[src/rtl/lsu_pkg.sv]
// lsu_pkg: funct3 codes, FSM states and lane extract/merge helpers for load_store_unit.
// Defining LSU_MISALIGN_TRAP_EN makes misaligned halfword/word accesses fault.
package lsu_pkg;
   localparam logic [2:0] F3_B = 3'd0, F3_H = 3'd1, F3_W = 3'd2, F3_BU = 3'd4, F3_HU = 3'd5;
   typedef enum logic [1:0] {IDLE, READ, WRITE, RESP} state_e;
   function automatic logic [31:0] lane_extract(input logic [31:0] word, input logic [2:0] f3,
                                                input logic [1:0] off);
      logic [7:0]  b;
      logic [15:0] h;
      b = word[{off, 3'b000} +: 8];
      h = word[{off[1], 4'b0000} +: 16];
      return f3 == F3_B  ? {{24{b[7]}}, b} :
             f3 == F3_BU ? {24'h0, b} :
             f3 == F3_H  ? {{16{h[15]}}, h} :
             f3 == F3_HU ? {16'h0, h} : word;
   endfunction
   function automatic logic [31:0] lane_merge(input logic [31:0] word, input logic [31:0] wdata,
                                              input logic [2:0] f3, input logic [1:0] off);
      logic [31:0] m;
      m = word;
      if (f3 == F3_B) m[{off, 3'b000} +: 8] = wdata[7:0];
      else if (f3 == F3_H) m[{off[1], 4'b0000} +: 16] = wdata[15:0];
      else m = wdata;
      return m;
   endfunction
   function automatic logic is_fault(input logic we, input logic [2:0] f3, input logic [1:0] off);
      logic bad;
      bad = we ? (f3 > F3_W) : !(f3 inside {F3_B, F3_H, F3_W, F3_BU, F3_HU});
`ifdef LSU_MISALIGN_TRAP_EN
      bad = bad || (f3[1:0] == 2'd1 && off[0]) || (f3[1:0] == 2'd2 && off != 2'b00);
`endif
      return bad;
   endfunction
endpackage

[src/rtl/lsu_byte_lane.sv]
// lsu_byte_lane: merges store data into, and extracts extended load data from, a 32-bit word.
module lsu_byte_lane
   import lsu_pkg::*;
(
   input  logic [31:0] word_i,
   input  logic [31:0] wdata_i,
   input  logic [2:0]  funct3_i,
   input  logic [1:0]  off_i,
   output logic [31:0] merged_o,
   output logic [31:0] extracted_o
);
   assign merged_o    = lane_merge(word_i, wdata_i, funct3_i, off_i);
   assign extracted_o = lane_extract(word_i, funct3_i, off_i);
endmodule

[src/rtl/load_store_unit.sv]
// load_store_unit: single-outstanding RV32I load/store initiator with read-modify-write sub-word stores.
// Misaligned-access faulting is enabled by defining LSU_MISALIGN_TRAP_EN.
module load_store_unit
   import lsu_pkg::*;
#(
   parameter int ADDR_W = 32
) (
   input  logic              clk_i,
   input  logic              rst_ni,
   input  logic              req_valid_i,
   output logic              req_ready_o,
   input  logic              req_we_i,
   input  logic [2:0]        req_funct3_i,
   input  logic [ADDR_W-1:0] req_addr_i,
   input  logic [31:0]       req_wdata_i,
   output logic              resp_valid_o,
   output logic [31:0]       resp_rdata_o,
   output logic              resp_fault_o,
   output logic [ADDR_W-1:0] mem_addr_o,
   output logic [31:0]       mem_wdata_o,
   output logic              mem_read_en_o,
   output logic              mem_write_en_o,
   input  logic [31:0]       mem_rdata_i
);
   state_e            state_q;
   logic              we_q, fault_q, req_bad;
   logic [2:0]        funct3_q;
   logic [1:0]        off_q;
   logic [ADDR_W-1:0] addr_q;
   logic [31:0]       wdata_q, word_q, rdata_q, merged, extracted;

   // READ works on the live memory word; WRITE merges into the word captured during READ
   lsu_byte_lane u_lane (
      .word_i      (state_q == READ ? mem_rdata_i : word_q),
      .wdata_i     (wdata_q),
      .funct3_i    (funct3_q),
      .off_i       (off_q),
      .merged_o    (merged),
      .extracted_o (extracted)
   );

   assign req_bad = is_fault(req_we_i, req_funct3_i, req_addr_i[1:0]);

   always_ff @(posedge clk_i or negedge rst_ni) begin
      if (!rst_ni) begin
         state_q  <= IDLE;
         we_q     <= 1'b0;
         fault_q  <= 1'b0;
         funct3_q <= '0;
         off_q    <= '0;
         addr_q   <= '0;
         wdata_q  <= '0;
         word_q   <= '0;
         rdata_q  <= '0;
      end else begin
         case (state_q)
            IDLE: if (req_valid_i) begin
               we_q     <= req_we_i;
               funct3_q <= req_funct3_i;
               off_q    <= req_addr_i[1:0];
               addr_q   <= {req_addr_i[ADDR_W-1:2], 2'b00};
               wdata_q  <= req_wdata_i;
               rdata_q  <= '0;
               fault_q  <= req_bad;
               state_q  <= req_bad ? RESP : (req_we_i && req_funct3_i == F3_W) ? WRITE : READ;
            end
            READ: begin
               word_q  <= mem_rdata_i;
               rdata_q <= we_q ? '0 : extracted;
               state_q <= we_q ? WRITE : RESP;
            end
            WRITE: state_q <= RESP;
            default: begin
               rdata_q <= '0;
               fault_q <= 1'b0;
               state_q <= IDLE;
            end
         endcase
      end
   end

   assign req_ready_o    = state_q == IDLE;
   assign resp_valid_o   = state_q == RESP;
   assign resp_rdata_o   = rdata_q;
   assign resp_fault_o   = fault_q;
   assign mem_addr_o     = addr_q;
   assign mem_read_en_o  = state_q == READ;
   assign mem_write_en_o = state_q == WRITE;
   assign mem_wdata_o    = state_q == WRITE ? merged : '0;
endmodule

[config.mk]
export PLATFORM = sky130hd
export DESIGN_NAME = load_store_unit
export DESIGN_NICKNAME = d
export VERILOG_FILES = /design/src/rtl/lsu_pkg.sv /design/src/rtl/lsu_byte_lane.sv /design/src/rtl/load_store_unit.sv
export SDC_FILE = /design/constraint.sdc
export NUM_CORES = 1
export LEC_CHECK = 0
export CORE_MARGIN = 2
export CORE_UTILIZATION = 40
export CTS_BUF_LIST = sky130_fd_sc_hd__clkbuf_4 sky130_fd_sc_hd__clkbuf_8 sky130_fd_sc_hd__clkbuf_16
export DETAILED_ROUTE_END_ITERATION = 8
export PLACE_DENSITY = 0.69
export SYNTH_ARGS = -nofsm -noshare
export SYNTH_HDL_FRONTEND = slang
export SYNTH_SLANG_ARGS = --single-unit
[constraint.sdc]
create_clock -name clk_i -period 7.6 [get_ports clk_i]
set_input_delay 0.76 -clock clk_i [delete_from_list [all_inputs] [get_ports clk_i]]
set_output_delay 0.76 -clock clk_i [all_outputs]
set_load 0.005 [all_outputs]
==> qor.yml, run 1 <==
cp_slowest_cell: "a21oi_1"
hold_violations: 0
area_growth_pct: 38.7
drc: 0
critPathCaptureType: "output pin"
clock.fmax_mhz: 208
cts_buffer_depth: 2
finish.utilization_pct: 56.1
num_vias: 5904
yosysWarnings: 0
cp_data_arrival_time_ns: 4.05
synthFlopType: "dfrtp_1"
grt_max_degree: 81
cts_tree: "done"
outcome: "finished, final reports clean"
mappedNetlistArea_um2: 7210
rsz0062_at_grt: "no"
die_w_um: 138
firstDrtPassIters: 6
io_pins: 204
synth_top_family_by_area: "multiplexers"
die_h_um: 138
min_path_type: "in -> async"
fin_cells: 1053
period_share_pct: 63.3
fin_crit_ns: 4.81
start_util_pct: 40.4
tightest_slew_ns: 1.19
slew_headroom_pct: 20.6
regArea_um2: 3380
wire_per_inst_um: 20.8
synthAdderAreaFrac_pct: 1.56
core-area_um2: 17800
ctsHoldBuffers: 0
place_inst: 1021
h-tree-depth: 4
portBuffers: 201
multi_input_area_um2: 3510
ir_drop_mv: 0.207
layout-drive-gt1-share_pct: 18.4
place_congestion: 0.894
clock-sinks: 135
drv_slew: 0
setup_violations: 0
synth_top_cell_by_area: "dfrtp_1"
fin_worst_skew_ns: 0.00831
slowest_delay_ns: 0.72
antenna_cells: 0
yosys.area_share.simple_pct: 8.15
cts.clk_slew.worst_paths_ns: 0.06
yosysTopAreaCellShare_pct: 46.8
gr-usage-all-layers_pct: 22.7
synthCells: 634
yosys_register_bits: 135
synth_xor_area_share_pct: 0
cts_resized: 0
first_iter_violations: 463
synthTopCellsByArea: "dfrtp_1, mux2_2, mux2i_1, mux4_2, a21oi_1"
cellPowerDensity_nw_per_um2: 468
grt_antenna_before_repair: 0
drv_cap: 0
grt_pass1_vias: 5974
synth-async-reset-ratio_pct: 100
synth_mux_area_share_pct: 24.4
clk_root_buffer_cell: "clkbuf_16"
fin_tns_setup_ns: 0
num_rows: 49
start_kind: "flop"
grt_remaining_overflow: 0
wl_um: 21900
via_per_inst: 5.61
ys_types: 51
critPathKind: "reg -> out"
die_area_um2: 19100
crit_fanout: 27
clk_latency_ns: 0.42
path_cells: "inv_2, ha_1, or3b_2, a21oi_1, a22oi_1, nor2b_1, clkdlybuf4s50_1"
numCtsBuffers: 17
cp.required_ns: 6.84
post_cts_buffers: 0
place_hpwl_um: 16400
p_leak_uw: 0.00424
synth-edff-count: 0
ant_nets: 0
synth_area_per_cell_um2: 11.4
synth_compound_area_share_pct: 14.3
yosysSeqAreaShare_pct: 46.8
nNetsFinal: 923
fill_cells: 1504
grt_pass1_wl_um: 33900
-- final cells by class --
| cell class | instances | area share (%) |
|---|---|---|
| Multi-Input combinational cell | 424 | 35.1 |
| Sequential cell | 135 | 33.8 |
| Clock buffer | 21 | 4.74 |
| Clock inverter | 11 | 1.95 |
| Timing Repair Buffer | 208 | 20.7 |
| Tap cell | 229 | 2.86 |
| Inverter | 25 | 0.938 |
-- kinds of logic (layout without fill, tap and decap cells) --
logic type,count (synthesis),count (layout)
flops,135,135
buf+inv,76,265
other cells,1,2
mux,146,146
fa+ha+maj,9,9
compound gates,152,152
simple gates,115,115
-- power by group --
group	leakage, uW	internal, uW	switching (uW)
logic	0.00227	1240	1180
registers	0.00165	1080	268
clock network	0.000319	612	308
-- state kept, by name, indices dropped and copies added (netlist names) --
name / count
mem_addr_o: 30
funct3_q: 3
we_q: 1
state_q: 2
word_q: 32
off_q: 2
resp_rdata_o: 32
wdata_q: 32
resp_fault_o: 1
-- synth_stat cells (15+ instances only) --
library cell and instances:
dfrtp_1 135, inv_1 24, and3_1 16, nand2_1 40
a21oi_1 42, mux4_2 15, nor2_1 28, mux2_2 84
mux2i_1 46, a221o_1 21, o21ai_0 38, clkbuf_1 25
-- layout by cell type (no fill, tap or decap), types with 3 or more instances in the layout --
cell type,count
o21ai_0,38
ha_1,8
a22oi_1,13
mux4_2,15
and3_1,16
o211ai_1,3
clkdlybuf4s50_1,200
clkinvlp_4,3
bufinv_16,5
a21oi_1,42
clkbuf_16,17
mux2_2,84
inv_1,24
a21boi_0,3
buf_4,7
dfrtp_1,135
a211o_1,3
o2bb2ai_1,3
mux2i_1,46
nor2_1,28
a221o_1,21
o21a_1,5
nand2b_1,3
clkbuf_8,3
nand2_1,39
o221ai_1,8
a32oi_1,3
nor2b_1,9
-- stage by stage --
step	instance area [um^2]	total power (uW)	hold slack, ns	worst slack (ns)
after floorplan	7220	2710	0.464	4.48
after global placement	9330	3690	0.486	3.36
after detailed placement	9330	3760	0.479	3.28
after CTS	10000	4700	0.304	2.82
after global routing	10000	4960	0.320	2.68
final	10000	4680	0.298	2.79
-- path summary, 6_finish.rpt --
path	startpoint	cells past startpoint	end	slack, ns
min reg2reg	resp_rdata_o[1]	2	resp_rdata_o[1]	0.50
min	rst_ni	1	mem_addr_o[5]	0.30
min in group clk_i	resp_rdata_o[1]	2	resp_rdata_o[1]	0.50
max in group asynchronous	rst_ni	2	word_q[14]	5.88
max	off_q[1]	7	mem_wdata_o[2]	2.79
max reg2reg	state_q[1]	7	resp_rdata_o[15]	4.33
-- metal layers --
metal,part of all wire (%),track usage (%)
met4,2.6,7.57
met3,8.0,6.72
met5,0,0
met1,43,30.0
met2,47,35.9
-- critical path: cells and delay by family (launching register included) --
kind                     cells  cell delay, ns
buffers and inverters        2            1.17
flip-flops                   1            0.51
AND/OR/NAND/NOR              2            0.63
AO/OA/AOI/OAI                2            0.92
adder cells (fa/ha/maj)      1            0.40
Note: power is estimated with default switching activity, not from simulation.
==> inputs of run 2 (changes only) <==
PLACE_DENSITY = 0.72   (was 0.69)
clock period = 4.2 ns   (was 7.6 ns; I/O delays follow)
==> run 2 against run 1 <==
Clock power is 65% higher. Critical path type unchanged. Final area is 0.24% higher. Largest power group unchanged. Total power is 78% higher. Critical endpoint is now mem_wdata_o[4]. Utilization is 0.13 points higher. Global-route usage is 0.13 points lower. Setup slack worse by 2.5 ns.
==> qor.yml, run 2 (synthesis results as in run 1) <==
outcome: "finished, final reports clean"
p_int_uw: 5220  # +78%
numCtsBuffers: 17  # unchanged
layout-drive-gt1-share_pct: 19.3  # +0.88 points
worst_r2r_path_depth: 7  # unchanged
grt_pass1_vias: 5905  # -1.2%
h-tree-depth: 4  # unchanged
final_common_cell: "clkdlybuf4s50_1"
rr_startpoint: "state_q[1]"
dpl-instance-area_um2: 9430  # +0.99%
cts_resized: 0  # unchanged
p_leak_uw: 0.00426  # +0.50%
min_path_type: "in -> async"
seq_power_share_pct: 29.1  # +0.4 points
critPathCaptureType: "output pin"
cp_top_family: "buffers and inverters"
post_cts_buffers: 0  # unchanged
clk_latency_ns: 0.43  # about the same
cts.clk_slew.worst_paths_ns: 0.06  # about the same
place_congestion: 0.861  # -3.7%
cts_buffer_depth: 2  # unchanged
r2r-end: "resp_rdata_o[29]"
setup_ws_ns: 0.330  # -2.46 ns
finish.utilization_pct: 56.2  # +0.13 points
rsz0062_at_grt: "no"
io_pins: 204  # unchanged
cp_slowest_cell: "dfrtp_1"
final_cell_mix: "clkdlybuf4s50_1, dfrtp_1, mux2_2"
grt_pass1_wl_um: 33500  # -1.1%
clock-sinks: 135  # unchanged
drv_slew: 0  # unchanged
fin_tns_setup_ns: 0  # unchanged
stdcell_area_um2: 10000  # +0.24%
ir_drop_mv: 0.410  # +98%
grt_remaining_overflow: 0  # unchanged
ant_nets: 0  # unchanged
drv_cap: 0  # unchanged
start_kind: "flop"
period_share_pct: 92.1
clock.fmax_mhz: 258
critical_path_buf_inv_count: 3  # +1
area_growth_pct: 39.0
nNetsFinal: 932  # +0.98%
die_h_um: 138  # unchanged
pre_cts_slack_ns: 0.864  # -2.42 ns
num_rows: 49  # unchanged
fin_crit_ns: 3.87
switchingPower_uw: 3110  # +78%
die_area_um2: 19100  # unchanged
fin_worst_skew_ns: 0.00675  # -0.00156 ns
hold_violations: 0  # unchanged
via_per_inst: 5.50  # -1.9%
ff2ff_setup_slack_ns: 1.20  # -3.13 ns
crit_fanout: 16  # -41%
cp_data_arrival_time_ns: 3.45  # -0.60 ns
clockPowerShare_pct: 18.3  # -1.3 points
clk_root_buffer_cell: "clkbuf_16"
num_vias: 5843  # -1.0%
p_sw_share_pct: 37.4  # -0.059 points
wire_per_inst_um: 19.8  # -5.2%
grt_antenna_before_repair: 1  # +1
power_frac_comb_pct: 52.7  # +1.0 points
tightest_slew_ns: 1.15  # -0.0413 ns
first_iter_violations: 414  # -11%
drc: 0  # unchanged
grt_max_degree: 108  # +33%
fill_cells: 1538  # +2.3%
portBuffers: 201  # unchanged
antenna_cells: 0  # unchanged
firstDrtPassIters: 5  # -1
gr-usage-all-layers_pct: 22.5  # -0.13 points
critPathKind: "reg -> out"
core-area_um2: 17800  # unchanged
setup_violations: 0  # unchanged
slew_headroom_pct: 23.6  # +3.0 points
cts_tree: "done"
wl_um: 21000  # -4.4%
start_util_pct: 40.4  # unchanged
crit_cells: 8  # +1
cellPowerDensity_nw_per_um2: 831  # +77%
slowest_delay_ns: 0.59  # -0.13 ns
path_cells: "inv_2, ha_1, or3b_2, a21oi_1, buf_4, a22oi_1, nor2b_1, clkdlybuf4s50_1"
place_hpwl_um: 15600  # -4.8%
ctsHoldBuffers: 0  # unchanged
die_w_um: 138  # unchanged
cp.required_ns: 3.78  # -3.06 ns
## run 2: cell types whose count changed in the layout (fill, tap and decap cells not counted)
cell | previous run | this run
clkinv_2 | 1 | 5
bufinv_16 | 5 | 3
clkinv_4 | 2 | 0
clkbuf_8 | 3 | 1
inv_6 | 0 | 1
buf_12 | 0 | 2
clkinvlp_4 | 3 | 4
buf_4 | 7 | 14
## run 2: metal layers
layer	global-route usage (%)	vias up	routed length (um)
li1	-	2705	-
met1	31.1	2869	9370
met2	33.5	238	9500
met3	7.97	29	1700
met4	7.09	2	409
met5	0	-	8
## run 2: worst max-delay path by stage
| stage | start | endpoint | slack [ns] |
|---|---|---|---|
| 4_1_cts | off_q[1] | mem_wdata_o[4] | 0.40 |
| 3_5_place_dp | off_q[1] | mem_wdata_o[4] | 0.86 |
| 2_1_floorplan | off_q[1] | mem_wdata_o[0] | 1.42 |
| 6_report | off_q[1] | mem_wdata_o[4] | 0.33 |
| 3_3_place_gp | off_q[1] | mem_wdata_o[4] | 0.91 |
| 5_1_grt | off_q[1] | mem_wdata_o[4] | 0.18 |
## run 2: metrics by stage
step,instances,hold slack (ns),power (uW)
6_report,1062,0.116,8330
3_3_place_gp,1030,0.480,6720
3_5_place_dp,1030,0.479,6800
4_1_cts,1062,0.165,8360
2_1_floorplan,635,0.124,4900
5_1_grt,1062,0.200,8880
## run 2: area by class of cell
| type | instances | area (um^2) | area share (%) |
|---|---|---|---|
| multi-input combinational | 424 | 3510 | 35.0 |
| sequential | 135 | 3380 | 33.7 |
| clock buffer | 19 | 447 | 4.46 |
| timing repair buffer | 217 | 2160 | 21.5 |
| inverter | 25 | 93.8 | 0.936 |
| tap | 229 | 287 | 2.86 |
| clock inverter | 13 | 154 | 1.54 |
## run 2: power groups by stage
| stage | combinational, uW | sequential [uW] | clock (uW) |
|---|---|---|---|
| 2_1_floorplan | 2600 | 2300 | 0 |
| 3_3_place_gp | 4320 | 2400 | 0 |
| 3_5_place_dp | 4370 | 2440 | 0 |
| 4_1_cts | 4400 | 2410 | 1540 |
| 5_1_grt | 4770 | 2510 | 1600 |
| 6_report | 4390 | 2420 | 1520 |
